### src/rtl/div_sec_32_if.sv
// Request/result bundle for the sequential restoring divider.
// The master drives start and operands; the slave returns status and results.
interface div_sec_32_if #(
    parameter int N = 32
);
    logic         st;
    logic [N-1:0] dividend;
    logic [N-1:0] divisor;
    logic         done;
    logic         busy;
    logic         div_by_zero;
    logic [N-1:0] quotient;
    logic [N-1:0] remainder;

    modport master (
        output st, dividend, divisor,
        input  done, busy, div_by_zero, quotient, remainder
    );

    modport slave (
        input  st, dividend, divisor,
        output done, busy, div_by_zero, quotient, remainder
    );
endinterface

### src/rtl/div_sec_32.sv
// Sequential unsigned restoring divider: one quotient bit per clock, one-cycle done pulse,
// results held until the next accepted start. A zero divisor short-circuits straight to DONE.
module div_sec_32 #(
    parameter int N = 32
) (
    input  logic           clk,
    input  logic           rst,
    div_sec_32_if.slave    bus
);
    localparam int CW = $clog2(N);
    localparam logic [CW-1:0] CNT_LAST = CW'(N - 1);

    typedef enum logic [1:0] {
        S_IDLE,
        S_CALC,
        S_DONE
    } state_t;

    state_t         state_q, state_d;
    logic [CW-1:0]  cnt_q, cnt_d;
    logic [2*N:0]   acc_q, acc_d;
    logic [N-1:0]   dvs_q, dvs_d;
    logic [N-1:0]   quo_q, quo_d;
    logic [N-1:0]   rem_q, rem_d;
    logic           dbz_q, dbz_d;

    logic [2*N:0]   sh;
    logic [N+1:0]   sub;
    logic           borrow;
    logic [N:0]     diff;

    always_ff @(posedge clk) begin
        if (rst) begin
            state_q <= S_IDLE;
            cnt_q   <= '0;
            acc_q   <= '0;
            dvs_q   <= '0;
            quo_q   <= '0;
            rem_q   <= '0;
            dbz_q   <= 1'b0;
        end else begin
            state_q <= state_d;
            cnt_q   <= cnt_d;
            acc_q   <= acc_d;
            dvs_q   <= dvs_d;
            quo_q   <= quo_d;
            rem_q   <= rem_d;
            dbz_q   <= dbz_d;
        end
    end

    always_comb begin
        // One extra bit on the subtraction exposes the borrow of the (N+1)-bit trial difference.
        sh     = acc_q << 1;
        sub    = {1'b0, sh[2*N:N]} - {2'b00, dvs_q};
        borrow = sub[N+1];
        diff   = sub[N:0];

        state_d = state_q;
        cnt_d   = cnt_q;
        acc_d   = acc_q;
        dvs_d   = dvs_q;
        quo_d   = quo_q;
        rem_d   = rem_q;
        dbz_d   = dbz_q;

        unique case (state_q)
            S_IDLE: begin
                if (bus.st) begin
                    if (bus.divisor != '0) begin
                        acc_d   = {{(N+1){1'b0}}, bus.dividend};
                        dvs_d   = bus.divisor;
                        cnt_d   = '0;
                        dbz_d   = 1'b0;
                        state_d = S_CALC;
                    end else begin
                        quo_d   = '1;
                        rem_d   = bus.dividend;
                        dbz_d   = 1'b1;
                        state_d = S_DONE;
                    end
                end
            end
            S_CALC: begin
                acc_d = borrow ? sh : {diff, sh[N-1:1], 1'b1};
                cnt_d = cnt_q + 1'b1;
                quo_d = acc_d[N-1:0];
                rem_d = acc_d[2*N-1:N];
                if (cnt_q == CNT_LAST) begin
                    state_d = S_DONE;
                end
            end
            S_DONE: begin
                state_d = S_IDLE;
            end
            default: begin
                state_d = S_IDLE;
            end
        endcase
    end

    assign bus.done        = (state_q == S_DONE);
    assign bus.busy        = (state_q != S_IDLE);
    assign bus.div_by_zero = dbz_q;
    assign bus.quotient    = quo_q;
    assign bus.remainder   = rem_q;
endmodule

### src/flat_wrapper.sv
// flat-port wrapper written by rule: the top's interface ports become plain ports
module div_sec_32_flat 
#(
    parameter int N = 32
)
  (clk, rst, bus_st, bus_dividend, bus_divisor, bus_done, bus_busy, bus_div_by_zero, bus_quotient, bus_remainder);
  div_sec_32_if #(.N(N)) bus_i ();
  input  logic clk;
  input  logic rst;
  input wire logic [$bits(bus_i.st)-1:0] bus_st;
  input wire logic [$bits(bus_i.dividend)-1:0] bus_dividend;
  input wire logic [$bits(bus_i.divisor)-1:0] bus_divisor;
  output wire logic [$bits(bus_i.done)-1:0] bus_done;
  output wire logic [$bits(bus_i.busy)-1:0] bus_busy;
  output wire logic [$bits(bus_i.div_by_zero)-1:0] bus_div_by_zero;
  output wire logic [$bits(bus_i.quotient)-1:0] bus_quotient;
  output wire logic [$bits(bus_i.remainder)-1:0] bus_remainder;
  assign bus_i.st = bus_st;
  assign bus_i.dividend = bus_dividend;
  assign bus_i.divisor = bus_divisor;
  assign bus_done = bus_i.done;
  assign bus_busy = bus_i.busy;
  assign bus_div_by_zero = bus_i.div_by_zero;
  assign bus_quotient = bus_i.quotient;
  assign bus_remainder = bus_i.remainder;
  div_sec_32 #(.N(N)) u_core (.clk(clk), .rst(rst), .bus(bus_i));
endmodule
### config.mk
export PLATFORM = sky130hd
export DESIGN_NAME = div_sec_32_flat
export DESIGN_NICKNAME = d
export VERILOG_FILES = /design/src/rtl/div_sec_32_if.sv /design/src/rtl/div_sec_32.sv /design/src/flat_wrapper.sv
export SDC_FILE = /design/constraint.sdc
export NUM_CORES = 1
export LEC_CHECK = 0
export BUFFER_PORTS_ARGS = -buffer_cell sky130_fd_sc_hd__clkbuf_2
export CAP_MARGIN = 0
export CORE_ASPECT_RATIO = 1.2
export CORE_MARGIN = 2
export CORE_UTILIZATION = 57
export CTS_CLUSTER_SIZE = 12
export DETAILED_ROUTE_END_ITERATION = 10
export GPL_TIMING_DRIVEN = 0
export PLACE_DENSITY = 0.8
export SLEW_MARGIN = 30
export SYNTH_ARGS = -nofsm -noshare
export SYNTH_HDL_FRONTEND = slang
export SYNTH_SLANG_ARGS = --single-unit
### constraint.sdc
create_clock -name clk -period 4.08 [get_ports clk]
set_clock_uncertainty 0.2 [all_clocks]
set_input_delay 0.408 -clock clk [delete_from_list [all_inputs] [get_ports clk]]
set_output_delay 0.408 -clock clk [all_outputs]
set_load 0.02 [all_outputs]
==> key figures, run 1 <==
Synthesis
  • Synth Instances: 1078
  • Mux cell area share after synthesis: 3.59%
  • YS warnings: 0
  • Leading register cell type out of synthesis: dfxtp_1
  • Simple-Gate Fraction of Synth Area: 17.6%
  • Async set-reset flop share out of synthesis: 0%
  • Synth Area in XOR/XNOR: 2.42%
  • Syn_area_per_cell: 8.05 um2
  • Largest family of logic cells by synthesized area: compound AO/OA/AOI/OAI gates
  • Register area share after synthesis: 38.8%
  • Post-Syn Area: 8670 um2
  • EDFF count, synth: 0
  • Yosys reg bits: 168
  • Netlist cell types: 69
  • Adder-Cell Fraction of Synth Area: 5.14%
  • Compound-gate portion of the synthesized area: 26.6%
  • Mapped Nets: 1180

Finish
  • Core Util, Final: 68.0%
  • Antenna Cells: 0
  • Nets@finish: 1332
  • Cell Count, Final, Fillers Out: 1447
  • Layout cell share with drive strength beyond 1: 15.8%
  • Most frequent cells in the layout: 191 x nand2_1, 168 x dfxtp_1, 133 x clkbuf_2, 103 x a21oi_1, 83 x o21ai_0
  • Commonest non-fill, non-tap cell in the layout: nand2_1
  • Area Overhead vs Synth: 17.3%

Detailed routing
  • Via count: 8546
  • Final wirelength: 25.8 mm
  • Post-route DRC violation count: 0
  • Via density: 5.91
  • Initial DRC Count: 826
  • Initial DRT Pass Iterations: 5
  • Antenna viol nets, final: 0
  • WL/cell: 17.8 um

Timing
  • RSZ-0062 raised after global routing: no
  • Setup_tns: 0 ns
  • Setup WS post-layout: 0.514 ns
  • Worst slew pin tran: 0.899 ns
  • Final setup fails: 0
  • Slew Limit Fails: 0
  • Headroom to the max-slew limit: 39.6%
  • Max Fclk: 280 MHz
  • Fin crit share: 87.4%
  • Final Hold Vio Count: 0
  • Fin crit period: 3.57 ns

Clocking
  • CTS-repair resized insts: 0
  • Cts hold-fix bufs: 0
  • CTS root buf: clkbuf_16
  • Clock sink count: 168
  • Clock Tree Buf Depth: 2
  • CTS Buf Count: 17
  • H-tree depth: 4
  • TritonCTS clock tree: yes
  • Post-CTS Setup Inserts: 0
  • Reg clk slew, reported paths: 0.07 ns
  • Clk Latency, worst-skew pair: 0.43 ns

Floorplan
  • FP Rows: 49
  • Core Area: 15000 um2
  • Die ar.: 16200 um2
  • I/O Pins: 134
  • Height of the die: 139 um
  • Initial core utilization: 58.0%
  • Die Wd: 117 um

Power
  • Tot Pwr: 7.51 mW
  • Leakage: 4.21 nW
  • Cell area power density: 739 nW/um2
  • VDD IR-drop max: 0.418 mV

Setup path
  • Crit-path max cell delay: 0.43 ns
  • Cell mode on critical path: inv_1
  • Critical setup path kind: register to register
  • Worst Path Arrival: 3.67 ns
  • CP Max Fanout: 5
  • Worst R2R Path Depth: 12
  • Crit path capture: u_core.acc_q[58]
  • Startpoint class of the critical path: register
  • Worst R2R End: u_core.acc_q[58]
  • Cell Chain, Critical Path: inv_1 -> ha_1 -> inv_1 -> fa_1 -> a21o_1 -> a221o_1 -> a41o_1 -> o2111ai_1 -> nand3_1 -> xor2_1 -> mux2i_1 -> o21ai_0
  • Worst reg-to-reg setup slack: 0.51 ns
  • Nature of the critical path endpoint: register
  • Critical path startpoint: u_core.acc_q[31]
  • Critical-path top delay cell: o2111ai_1
  • Required @ worst endpoint: 4.18 ns
  • Reg2reg start: u_core.acc_q[31]

GRT
  • Vias in the first global route: 7996
  • Initial antenna violation count: 0
  • Total GRT Usage: 31.6%
  • Largest net degree at the start of global routing: 17
  • Gr ovfl total: 0
  • First-pass GRT wire length: 40.1 mm

Place
  • Place WS: 0.466 ns
  • Placed Instances: 1415
  • IO buf count: 133
  • Routability Congestion: 0.908
  • Hpwl dp: 19.9 mm

Hold path
  • Hold Crit Class: input pin to register

Status
  • Outcome: finished, final reports clean

Job
  • Max-cap viol count: 0
[Yosys cell counts, types with 3 or more instances]
cell / instances / share of area (%)
buf_1: 3 / 0.13
buf_2: 11 / 0.63
nor2_1: 63 / 2.7
or3_1: 5 / 0.36
o21a_1: 7 / 0.61
o2111ai_1: 3 / 0.30
clkbuf_1: 56 / 2.4
ha_1: 34 / 4.9
or2_2: 4 / 0.29
a21o_1: 17 / 1.5
nand4_1: 12 / 0.87
o21ai_0: 83 / 4.8
nor4_1: 8 / 0.58
a31oi_1: 6 / 0.43
nand3_1: 10 / 0.58
xor2_1: 11 / 1.1
dfxtp_1: 168 / 39
inv_1: 43 / 1.9
a211oi_1: 55 / 4.8
o21bai_1: 5 / 0.43
mux2i_1: 30 / 3.5
a21oi_1: 103 / 5.9
o21ai_1: 5 / 0.29
nor2b_1: 27 / 1.9
and3_1: 5 / 0.36
a311oi_1: 34 / 3.4
a21oi_2: 3 / 0.30
xnor2_1: 13 / 1.3
nor3_1: 10 / 0.58
o211ai_1: 7 / 0.61
nand2_1: 191 / 8.3
[worst min-delay path by stage]
stage,start,end,slack [ns],depth (start not counted)
after global routing,bus_divisor[24],u_core.dvs_q[24],0.009,3
after CTS,bus_divisor[26],u_core.dvs_q[26],0.005,3
final,bus_divisor[14],u_core.dvs_q[14],0.004,3
after floorplan,u_core.acc_q[56],u_core.acc_q[56],0.24,2
after global placement,u_core.dvs_q[16],u_core.dvs_q[16],0.24,2
after detailed placement,u_core.acc_q[0],u_core.acc_q[0],0.25,2
[final cells by class]
cell class	count	area, um2
Multi-Input combinational cell	792	4800
Fill cell	1348	4790
Sequential cell	168	3360
Timing Repair Buffer	133	666
Clock buffer	19	443
Buffer	75	347
Tap cell	204	255
Inverter	43	161
Clock inverter	13	134
[worst max-delay path, delay by kind of cell (launching register included)]
family                     cells  cell delay, ns
AOI/OAI and AO/OA              5            1.50
muxes                          1            0.31
xor gates and xnor gates       1            0.17
DFF                            1            0.37
buffers and inverters          2            0.16
adders and majority gates      2            0.57
and+or+nand+nor                1            0.15
[metrics by stage]
stage                     hold slack (ns)  area (um2)
after floorplan                     0.235        8670
after CTS                         0.00464       10200
after global routing              0.00874       10200
after detailed placement            0.248        9590
final                             0.00449       10200
after global placement              0.242        9590
[where the power goes]
group	internal [mW]	switching, mW
Sequential	1.85	0.156
Combinational	1.52	2.38
Clock	0.877	0.730
Total	4.25	3.27
[state kept, by name, indices dropped and copies added (netlist names)]
signal	cells
u_core.bus.div_by_zero	1
u_core.state_q	2
u_core.dvs_q	32
u_core.cnt_q	5
u_core.acc_q	64
u_core.bus.quotient	32
u_core.bus.remainder	32
[layer usage]
| layer | global-route usage (%) | up-vias | part of all wire [%] |
|---|---|---|---|
| met5 | 0 | - | 0 |
| met4 | 13.4 | 0 | 3.4 |
| met3 | 5.51 | 60 | 6.7 |
| met2 | 52.8 | 378 | 48 |
| met1 | 39.7 | 3943 | 42 |
| li1 | - | 4165 | - |
[cells by family after synthesis]
| family | count (synthesis) |
|---|---|
| buffers and inverters | 118 |
| xor gates and xnor gates | 24 |
| and+or+nand+nor | 347 |
| AOI/OAI and AO/OA | 355 |
| DFF | 168 |
| muxes | 31 |
| adders and majority gates | 35 |
Power figures use the tool's default switching activity.
==> run 2, diff against run 1 <==
--- a/config.mk
+++ b/config.mk
@@ -5,15 +5,15 @@
 export SDC_FILE = /design/constraint.sdc
 export NUM_CORES = 1
 export LEC_CHECK = 0
-export BUFFER_PORTS_ARGS = -buffer_cell sky130_fd_sc_hd__clkbuf_2
 export CAP_MARGIN = 0
 export CORE_ASPECT_RATIO = 1.2
-export CORE_MARGIN = 2
-export CORE_UTILIZATION = 57
+export CORE_MARGIN = 1
+export CORE_UTILIZATION = 60
 export CTS_CLUSTER_SIZE = 12
 export DETAILED_ROUTE_END_ITERATION = 10
+export DONT_BUFFER_PORTS = 1
 export GPL_TIMING_DRIVEN = 0
-export PLACE_DENSITY = 0.8
+export PLACE_DENSITY = 0.76
 export SLEW_MARGIN = 30
 export SYNTH_ARGS = -nofsm -noshare
 export SYNTH_HDL_FRONTEND = slang
==> key figures, run 2 (synthesis gave the netlist of run 1 again) <==
Status
  • Outcome: finished, violations left
  • Failing checks: DRC

Finish
  • Register area: 3360 um2
  • Multi-input gate area: 4800 um2
  • Final instance area: 10100 um2
  • Core Util, Final: 72.4%
  • Layout cell share with drive strength beyond 1: 5.37%
  • Nets@finish: 1262
  • Area Overhead vs Synth: 16.3%
  • Largest Register: u_core.acc_q
  • Number of fill cells: 1138
  • Antenna Cells: 0
  • Max FFs per register: 64
  • Commonest non-fill, non-tap cell in the layout: nand2_1
  • Most frequent cells in the layout: 191 x nand2_1, 168 x dfxtp_1, 103 x a21oi_1, 83 x o21ai_0
  • Cell Count, Final, Fillers Out: 1344

Setup path
  • Startpoint class of the critical path: register
  • Cell Chain, Critical Path: inv_1 -> ha_1 -> inv_1 -> fa_1 -> a21o_1 -> a221o_1 -> a41o_1 -> o2111ai_1 -> nand3_1 -> xor2_1 -> mux2i_1 -> o21ai_0
  • Critical-path top delay cell: a221o_1
  • Worst reg-to-reg setup slack: 0.54 ns
  • Worst R2R End: u_core.acc_q[58]
  • Required @ worst endpoint: 4.18 ns
  • Worst Path Arrival: 3.64 ns
  • CP delay by family, top: compound AO/OA/AOI/OAI gates
  • CP Max Fanout: 5
  • Crit path buffers/inverters: 2
  • Cell mode on critical path: inv_1
  • Crit-path max cell delay: 0.42 ns
  • Reg2reg start: u_core.acc_q[31]
  • Nature of the critical path endpoint: register
  • Worst R2R Path Depth: 12
  • Critical setup path kind: register to register

Clocking
  • Post-CTS Setup Inserts: 0
  • Reg clk slew, reported paths: 0.07 ns
  • Clk Latency, worst-skew pair: 0.44 ns
  • CTS-repair resized insts: 0
  • Clock Tree Buf Depth: 2
  • CTS Buf Count: 17
  • CTS root buf: clkbuf_16
  • H-tree depth: 4
  • TritonCTS clock tree: yes
  • Clock sink count: 168

Power
  • Tot Pwr: 7.40 mW
  • Comb pwr share: 50.1%
  • Sw frac: 43.3%
  • Cell area power density: 733 nW/um2
  • Sequential share of power: 28.6%
  • Leakage: 3.89 nW
  • Psw: 3.20 mW
  • VDD IR-drop max: 0.371 mV
  • Clock group share of total power: 21.4%
  • Cell-internal power: 4.19 mW

Timing
  • Fin crit share: 86.8%
  • Setup WS post-layout: 0.539 ns
  • Final setup fails: 0
  • RSZ-0062 raised after global routing: no
  • Final hold slack: 0.00317 ns
  • Fin crit period: 3.54 ns
  • Slew Limit Fails: 0
  • Final Hold Vio Count: 0
  • Headroom to the max-slew limit: 41.1%
  • Setup_tns: 0 ns
  • Max Fclk: 282 MHz
  • Worst slew pin tran: 0.876 ns

Detailed routing
  • Post-route DRC violation count: 15
  • Initial DRC Count: 916
  • Via count: 8162
  • Initial DRT Pass Iterations: 8
  • Final wirelength: 25.8 mm
  • WL/cell: 19.2 um
  • Antenna viol nets, final: 0
  • Via density: 6.07

GRT
  • Vias in the first global route: 7875
  • First-pass GRT wire length: 40.3 mm
  • Total GRT Usage: 34.8%
  • Initial antenna violation count: 0
  • Gr ovfl total: 0
  • Largest net degree at the start of global routing: 17

Hold path
  • Hold depth: 2
  • Startpoint of the worst hold path: bus_dividend[25]
  • WHS Endpoint: u_core.bus.remainder[25]
  • Hold Crit Class: input pin to register

Place
  • IO buf count: 0
  • Place WS: 0.614 ns
  • Dpl cell area: 8890 um2
  • Routability Congestion: 0.912
  • Placed Instances: 1249
  • Hpwl dp: 19.2 mm

Floorplan
  • Die Wd: 112 um
  • FP Rows: 47
  • Initial core utilization: 62.2%
  • Die ar.: 14900 um2
  • Height of the die: 134 um
  • I/O Pins: 134
  • Core Area: 13900 um2

Job
  • Max-cap viol count: 0
## run 2: cell types whose count changed in the layout (fill, tap and decap cells not counted)
cell / change
clkbuf_2: -133
clkbuf_8: -1
clkinv_4: +3
dlygate4sd3_1: +63
inv_6: -1
inv_8: -1
## run 2: layout make-up
type / count / area share [%]
repair buffers: 63 / 6.25
plain buffers: 75 / 3.44
well taps: 171 / 2.12
clock buffers: 18 / 4.25
inverters: 43 / 1.60
flip-flops and latches: 168 / 33.3
clock inverters: 14 / 1.39
multi-input cells: 792 / 47.6
## run 2: layer usage
metal	up-vias	part of all wire, %	GRT usage, %
met5	-	0	0
met4	0	2.6	12.7
met3	52	6.8	7.32
met2	312	47	58.8
met1	3777	43	43.5
li1	4021	-	-
## run 2: how the worst max path moves through the flow
stage	from	cells after the start	slack [ns]	end
final	u_core.acc_q[31]	12	0.54	u_core.acc_q[58]
after global routing	u_core.acc_q[31]	12	0.39	u_core.acc_q[58]
after CTS	u_core.acc_q[31]	12	0.59	u_core.acc_q[58]
after detailed placement	u_core.acc_q[31]	12	0.61	u_core.acc_q[58]
after global placement	u_core.acc_q[31]	12	0.62	u_core.acc_q[58]
after floorplan	u_core.acc_q[31]	12	1.22	u_core.bus.remainder[22]
## run 2: what timing repair did
action	4_1_cts	5_1_grt
hold endpoints to repair	65	0
hold buffers	63	0
setup endpoints to repair	0	0
## run 2: worst register-to-register path: stages, from the launching register on
cell       delay [ns]
dfxtp_1          0.36
inv_1            0.10
ha_1             0.17
inv_1            0.06
fa_1             0.39
a21o_1           0.20
a221o_1          0.42
a41o_1           0.32
o2111ai_1        0.40
nand3_1          0.15
xor2_1           0.17
mux2i_1          0.33
o21ai_0          0.15
## run 2: power groups by stage
| stage | Combinational, mW | Clock (mW) | Sequential [mW] |
|---|---|---|---|
| after floorplan | 2.76 | 0 | 2.08 |
| after global placement | 3.54 | 0 | 2.14 |
| after detailed placement | 3.55 | 0 | 2.14 |
| after CTS | 3.62 | 1.57 | 2.11 |
| after global routing | 3.98 | 1.64 | 2.13 |
| final | 3.70 | 1.58 | 2.11 |
